===== src/rtl/seg_scan_ctrl.sv =====
// Seven-segment debug display controller: picks one of NUM_CH channel words,
// optionally freezes it, and scans it across an active-low multi-digit hex display.
module seg_scan_ctrl #(
    parameter int NUM_CH   = 5,
    parameter int DIGITS   = 8,
    parameter int SCAN_DIV = 100000,
    parameter int BLANK_LZ = 0,
    localparam int DW      = 4 * DIGITS,
    localparam int CW      = $clog2(NUM_CH)
) (
    input  logic                 clk,
    input  logic                 rst,
    input  logic [NUM_CH*DW-1:0] ch_data,
    input  logic                 mode_step,
    input  logic                 mode_set_en,
    input  logic [CW-1:0]        mode_set_val,
    input  logic                 freeze,
    output logic [CW-1:0]        mode,
    output logic [DW-1:0]        seg_num,
    output logic [DIGITS-1:0]    an,
    output logic [7:0]           seg
);

    localparam int IW = (DIGITS > 1) ? $clog2(DIGITS) : 1;
    localparam int SW = $clog2(SCAN_DIV);

    localparam logic [CW:0]   NCH_W    = (CW+1)'(NUM_CH);
    localparam logic [CW-1:0] LAST_CH  = CW'(NUM_CH - 1);
    localparam logic [SW-1:0] LAST_CNT = SW'(SCAN_DIV - 1);
    localparam logic [IW-1:0] LAST_IDX = IW'(DIGITS - 1);

    logic [CW-1:0]     r_mode;
    logic [DW-1:0]     r_seg_num;
    logic [SW-1:0]     r_cnt;
    logic [IW-1:0]     r_idx;
    logic [DIGITS-1:0] r_an;
    logic [7:0]        r_seg;

    logic [DW-1:0]     w_ch [NUM_CH];
    logic [DW-1:0]     w_shifted;
    logic [3:0]        w_nib;
    logic              w_upper_zero;
    logic [6:0]        w_seg_lo;

    // Active-low g..a pattern for one hex nibble
    function automatic logic [6:0] hex7(input logic [3:0] n);
        logic [6:0] p;
        case (n)
            4'h0: p = 7'h40;  4'h1: p = 7'h79;  4'h2: p = 7'h24;  4'h3: p = 7'h30;
            4'h4: p = 7'h19;  4'h5: p = 7'h12;  4'h6: p = 7'h02;  4'h7: p = 7'h78;
            4'h8: p = 7'h00;  4'h9: p = 7'h10;  4'hA: p = 7'h08;  4'hB: p = 7'h03;
            4'hC: p = 7'h46;  4'hD: p = 7'h21;  4'hE: p = 7'h06;  4'hF: p = 7'h0E;
            default: p = 7'h7F;
        endcase
        return p;
    endfunction

    for (genvar k = 0; k < NUM_CH; k++) begin : g_ch
        assign w_ch[k] = ch_data[k*DW +: DW];
    end

    // Shifting the whole value down gives both the current nibble and the
    // "this and all higher nibbles are zero" test used for blanking.
    assign w_shifted    = r_seg_num >> {r_idx, 2'b00};
    assign w_nib        = w_shifted[3:0];
    assign w_upper_zero = (w_shifted == '0);

    // Channel register: an out-of-range load swallows the step as well
    always_ff @(posedge clk) begin
        if (rst) begin
            r_mode <= '0;
        end else if (mode_set_en) begin
            if ({1'b0, mode_set_val} < NCH_W) begin
                r_mode <= mode_set_val;
            end
        end else if (mode_step) begin
            r_mode <= (r_mode == LAST_CH) ? '0 : r_mode + CW'(1);
        end
    end

    // Displayed value capture, held while frozen
    always_ff @(posedge clk) begin
        if (rst) begin
            r_seg_num <= '0;
        end else if (!freeze) begin
            r_seg_num <= w_ch[r_mode];
        end
    end

    // Digit scan timer and digit index
    always_ff @(posedge clk) begin
        if (rst) begin
            r_cnt <= '0;
            r_idx <= '0;
        end else if (r_cnt == LAST_CNT) begin
            r_cnt <= '0;
            r_idx <= (r_idx == LAST_IDX) ? '0 : r_idx + IW'(1);
        end else begin
            r_cnt <= r_cnt + SW'(1);
        end
    end

    // Segment pattern for the digit currently selected, with optional blanking
    always_comb begin
        w_seg_lo = hex7(w_nib);
        if ((BLANK_LZ != 0) && (r_idx != '0) && w_upper_zero) begin
            w_seg_lo = 7'h7F;
        end else begin
            w_seg_lo = hex7(w_nib);
        end
    end

    // Registered display drive; dp on digit 0 flags a frozen value
    always_ff @(posedge clk) begin
        if (rst) begin
            r_an  <= '1;
            r_seg <= 8'hFF;
        end else begin
            r_an  <= ~(DIGITS'(1) << r_idx);
            r_seg <= {~((r_idx == '0) && freeze), w_seg_lo};
        end
    end

    assign mode    = r_mode;
    assign seg_num = r_seg_num;
    assign an      = r_an;
    assign seg     = r_seg;

endmodule


===== config.mk =====
export PLATFORM = sky130hd
export DESIGN_NAME = seg_scan_ctrl
export DESIGN_NICKNAME = d
export VERILOG_FILES = /design/src/rtl/seg_scan_ctrl.sv
export SDC_FILE = /design/constraint.sdc
export NUM_CORES = 1
export LEC_CHECK = 0
export BUFFER_PORTS_ARGS = -buffer_cell sky130_fd_sc_hd__buf_2
export CAP_MARGIN = 20
export CELL_PAD_IN_SITES_DETAIL_PLACEMENT = 0
export CELL_PAD_IN_SITES_GLOBAL_PLACEMENT = 2
export CORE_MARGIN = 2
export CORE_UTILIZATION = 24
export CTS_BUF_LIST = sky130_fd_sc_hd__clkbuf_8
export CTS_CLUSTER_SIZE = 30
export DETAILED_ROUTE_END_ITERATION = 12
export PLACE_DENSITY = 0.75
export SLEW_MARGIN = 20
export SYNTH_ARGS = -nofsm -noshare
export SYNTH_HDL_FRONTEND = slang
export SYNTH_SLANG_ARGS = --single-unit

===== constraint.sdc =====
create_clock -name clk -period 1.94 [get_ports clk]
set_input_delay 0.097 -clock clk [delete_from_list [all_inputs] [get_ports clk]]
set_output_delay 0.097 -clock clk [all_outputs]
set_load 0.005 [all_outputs]

==> metrics.txt <==
#FFs+latches synth a little over 70; Placer Congestion 0.857; core area roughly 17000 µm²; worst vdd ir 0.310 mV; max incr delay on CP 0.51 ns; sequential fraction of the synthesis area about a third; Worst Setup Path Type register to register; Row Count 48; clk_lat worst skew roughly 0.36 ns; RSZ-0062 raised after global routing true; max_cap viols 0; CTS tree built; clk_skew about 0.0099 ns; busiest grt layer met2; DP Worst Slack -0.0533 ns; most frequent cell after synthesis dfxtp_1; GR Util met3 between 3 and 4%; RR Endpoint seg[4]$_SDFF_PP1_; run status finished, final reports clean; slew margin rel. approximately two thirds; Vias/cell between 4 and 5; synth unique cells 46; DP Wirelength between 10000 and 15000 µm; # fillers 1784; post-synth top area cell dfxtp_1; I/O pin count approximately 220; gr ovfl total 0; mapped cell area about 4200 µm²; worst slew pin tran approximately 0.48 ns; all-layer global routing usage 16.3%; final hold vios 0; commonest register cell after synthesis dfxtp_1; type of the worst min-delay path input pin to register; Leak around 2.5 nW; fmax between 500 and 600 MHz; Clock Tree Buf Depth 2; reg2reg setup slack about 0.023 ns; DRT iter0 DRCs about 170; CTS Buf Count 9; Synth Instances ~400; Synth area leaders dfxtp_1 34%, mux4_2 21%, a221oi_1 6.5%; routed vias 4111; Post-synth EDFFs 0; Die H ~140 µm; CP startpoint r_idx[1]$_SDFFE_PP0N_; Cells after DPL 834; largest net degree at the start of global routing 35; syn_nets 582; Setup crit start kind register; r2r worst-path depth 6; Routed wire per std cell about 18 µm; Root Driver clkbuf_8; mean post-synth cell area between 10 and 15 µm²; # setup viols final 0; htree depth 3; post-route ant nets 0; I/O Buffers about 220; Multi-input gate area 2600 µm²; met1 Usage GRT about a fifth; Initial Util between 20% and 30%; Die ar. 18400 µm²; clock transition at the registers of the reported paths around 0.070 ns; Antenna Cells 0; initial antenna violation count 0; final hold slack roughly 0.040 ns; setup tns final 0 ns; cells along the critical path mux4_2 -> mux2_4 -> inv_4 -> ha_2 -> mux2i_1 -> o221ai_1; met2 Use GR about 29%; Max Slew Vio Count 0; share of cells above drive strength 1 approximately half; Syn. warnings 0; WL final about 15000 µm; slowest CP cell mux4_2; Worst EP required between 2 and 2.5 ns; Setup WS post-layout about 0.023 ns; first-pass GRT wire length roughly 23000 µm; Area Growth Syn to Fin 43.3%; pwr dens 654 nW/µm²; crit path max fanout 5; Post-CTS Hold Fix Bufs 0; number of global-route vias before repair between 4000 and 5000; drt first pass iters 4; fin crit period around 1.9 ns; Reg-to-Reg Start r_idx[1]$_SDFFE_PP0N_; Post-Layout Cell Count around 850; Post-synth top cells 71 x dfxtp_1, 38 x mux4_2, 33 x nor2b_1; CP endpoint seg[4]$_SDFF_PP1_; fin crit share 98.8%; Synth top area share approximately a third; FF+latch area around 1400 µm²; FFs w/ async S/R, synth 0%; Final nets roughly 810; Worst setup EP type register; DIE WIDTH roughly 140 µm; DRC 0; Crit path arrival time between 2 and 2.5 ns; clk sinks a little over 70
## area by class of cell
type,count,share of cell area (%)
clock inverters,4,0.862
clock buffers,12,2.78
multi-input cells,283,43.7
repair buffers,246,23.0
well taps,225,4.73
flip-flops and latches,71,24.1
inverters,12,0.841
## report_power, final
group	total (W)	leakage (nW)	internal [W]	switching, W
logic	0.00100	1.83	0.000550	0.000452
clock network	0.00127	0.109	0.000701	0.000569
registers	0.00162	0.587	0.00155	0.0000708
total	0.00389	2.52	0.00280	0.00109
## routing by layer
layer  vias up  share of wire [%]
met5         -                  0
met3        22                5.8
met4         0                2.4
met1      1951                 40
li1       1963                  -
met2       175                 52
## critical path: cells and delay by family (launching register included)
kind                     cells  cell delay [ns]
flip-flops                   1             0.39
buffers and inverters        1             0.09
adder cells (fa/ha/maj)      1             0.23
AO/OA/AOI/OAI                1             0.18
multiplexers                 3             0.93
## how the worst min path moves through the flow
stage | from | endpoint | slack (ns) | cells past startpoint
floorplan | ch_data[128] | seg_num[0]$_SDFFE_PP0N_ | 0.30 | 2
detailed placement | ch_data[155] | seg_num[27]$_SDFFE_PP0N_ | 0.41 | 3
global route | ch_data[131] | seg_num[3]$_SDFFE_PP0N_ | 0.05 | 3
finish | ch_data[155] | seg_num[27]$_SDFFE_PP0N_ | 0.04 | 3
global placement | ch_data[155] | seg_num[27]$_SDFFE_PP0N_ | 0.40 | 3
CTS | ch_data[134] | seg_num[6]$_SDFFE_PP0N_ | 0.03 | 3
## placed cells by master, fill, tap and decap left out, drive strengths merged, types with 7 or more instances in the layout
cell type / n
xnor2: 7
nand3: 9
clkbuf: 12
a221oi: 31
dfxtp: 71
nand2: 17
ha: 15
a211oi: 7
nor3: 33
mux2i: 8
inv: 12
a21oi: 7
nor2: 30
buf: 246
mux4: 38
xor2: 8
nor2b: 33
## registers in the layout (all words and copies together), names as in the netlist
| name | cells |
|---|---|
| seg_num | 32 |
| r_cnt | 17 |
| an | 8 |
| seg | 8 |
| mode | 3 |
| r_idx | 3 |
## logic make-up (layout without fill, tap and decap cells)
| logic type | count (synthesis) | in the layout | synth area share, % |
|---|---|---|---|
| multiplexers | 50 | 50 | 23.9 |
| flip-flops | 71 | 71 | 34.2 |
| adder cells (fa/ha/maj) | 15 | 15 | 4.52 |
| AND/OR/NAND/NOR | 139 | 139 | 17.4 |
| AO/OA/AOI/OAI | 64 | 64 | 11.9 |
| XOR/XNOR | 15 | 15 | 3.16 |
| buffers and inverters | 45 | 274 | 4.79 |
## per-stage QoR
stage,power [W],area (µm²),util [%]
5_1_grt,0.00410,5950,34.8
6_report,0.00389,5950,34.8
3_5_place_dp,0.00263,5640,32.9
2_1_floorplan,0.00218,4180,-
3_3_place_gp,0.00262,5640,32.9
4_1_cts,0.00393,5890,34.4
## what timing repair did
action,4_1_cts,5_1_grt
pin swaps,6,2
setup endpoints to repair,5,9
gates resized for setup,9,6
buffers inserted,1,3
Note: power is estimated with default switching activity, not from simulation.
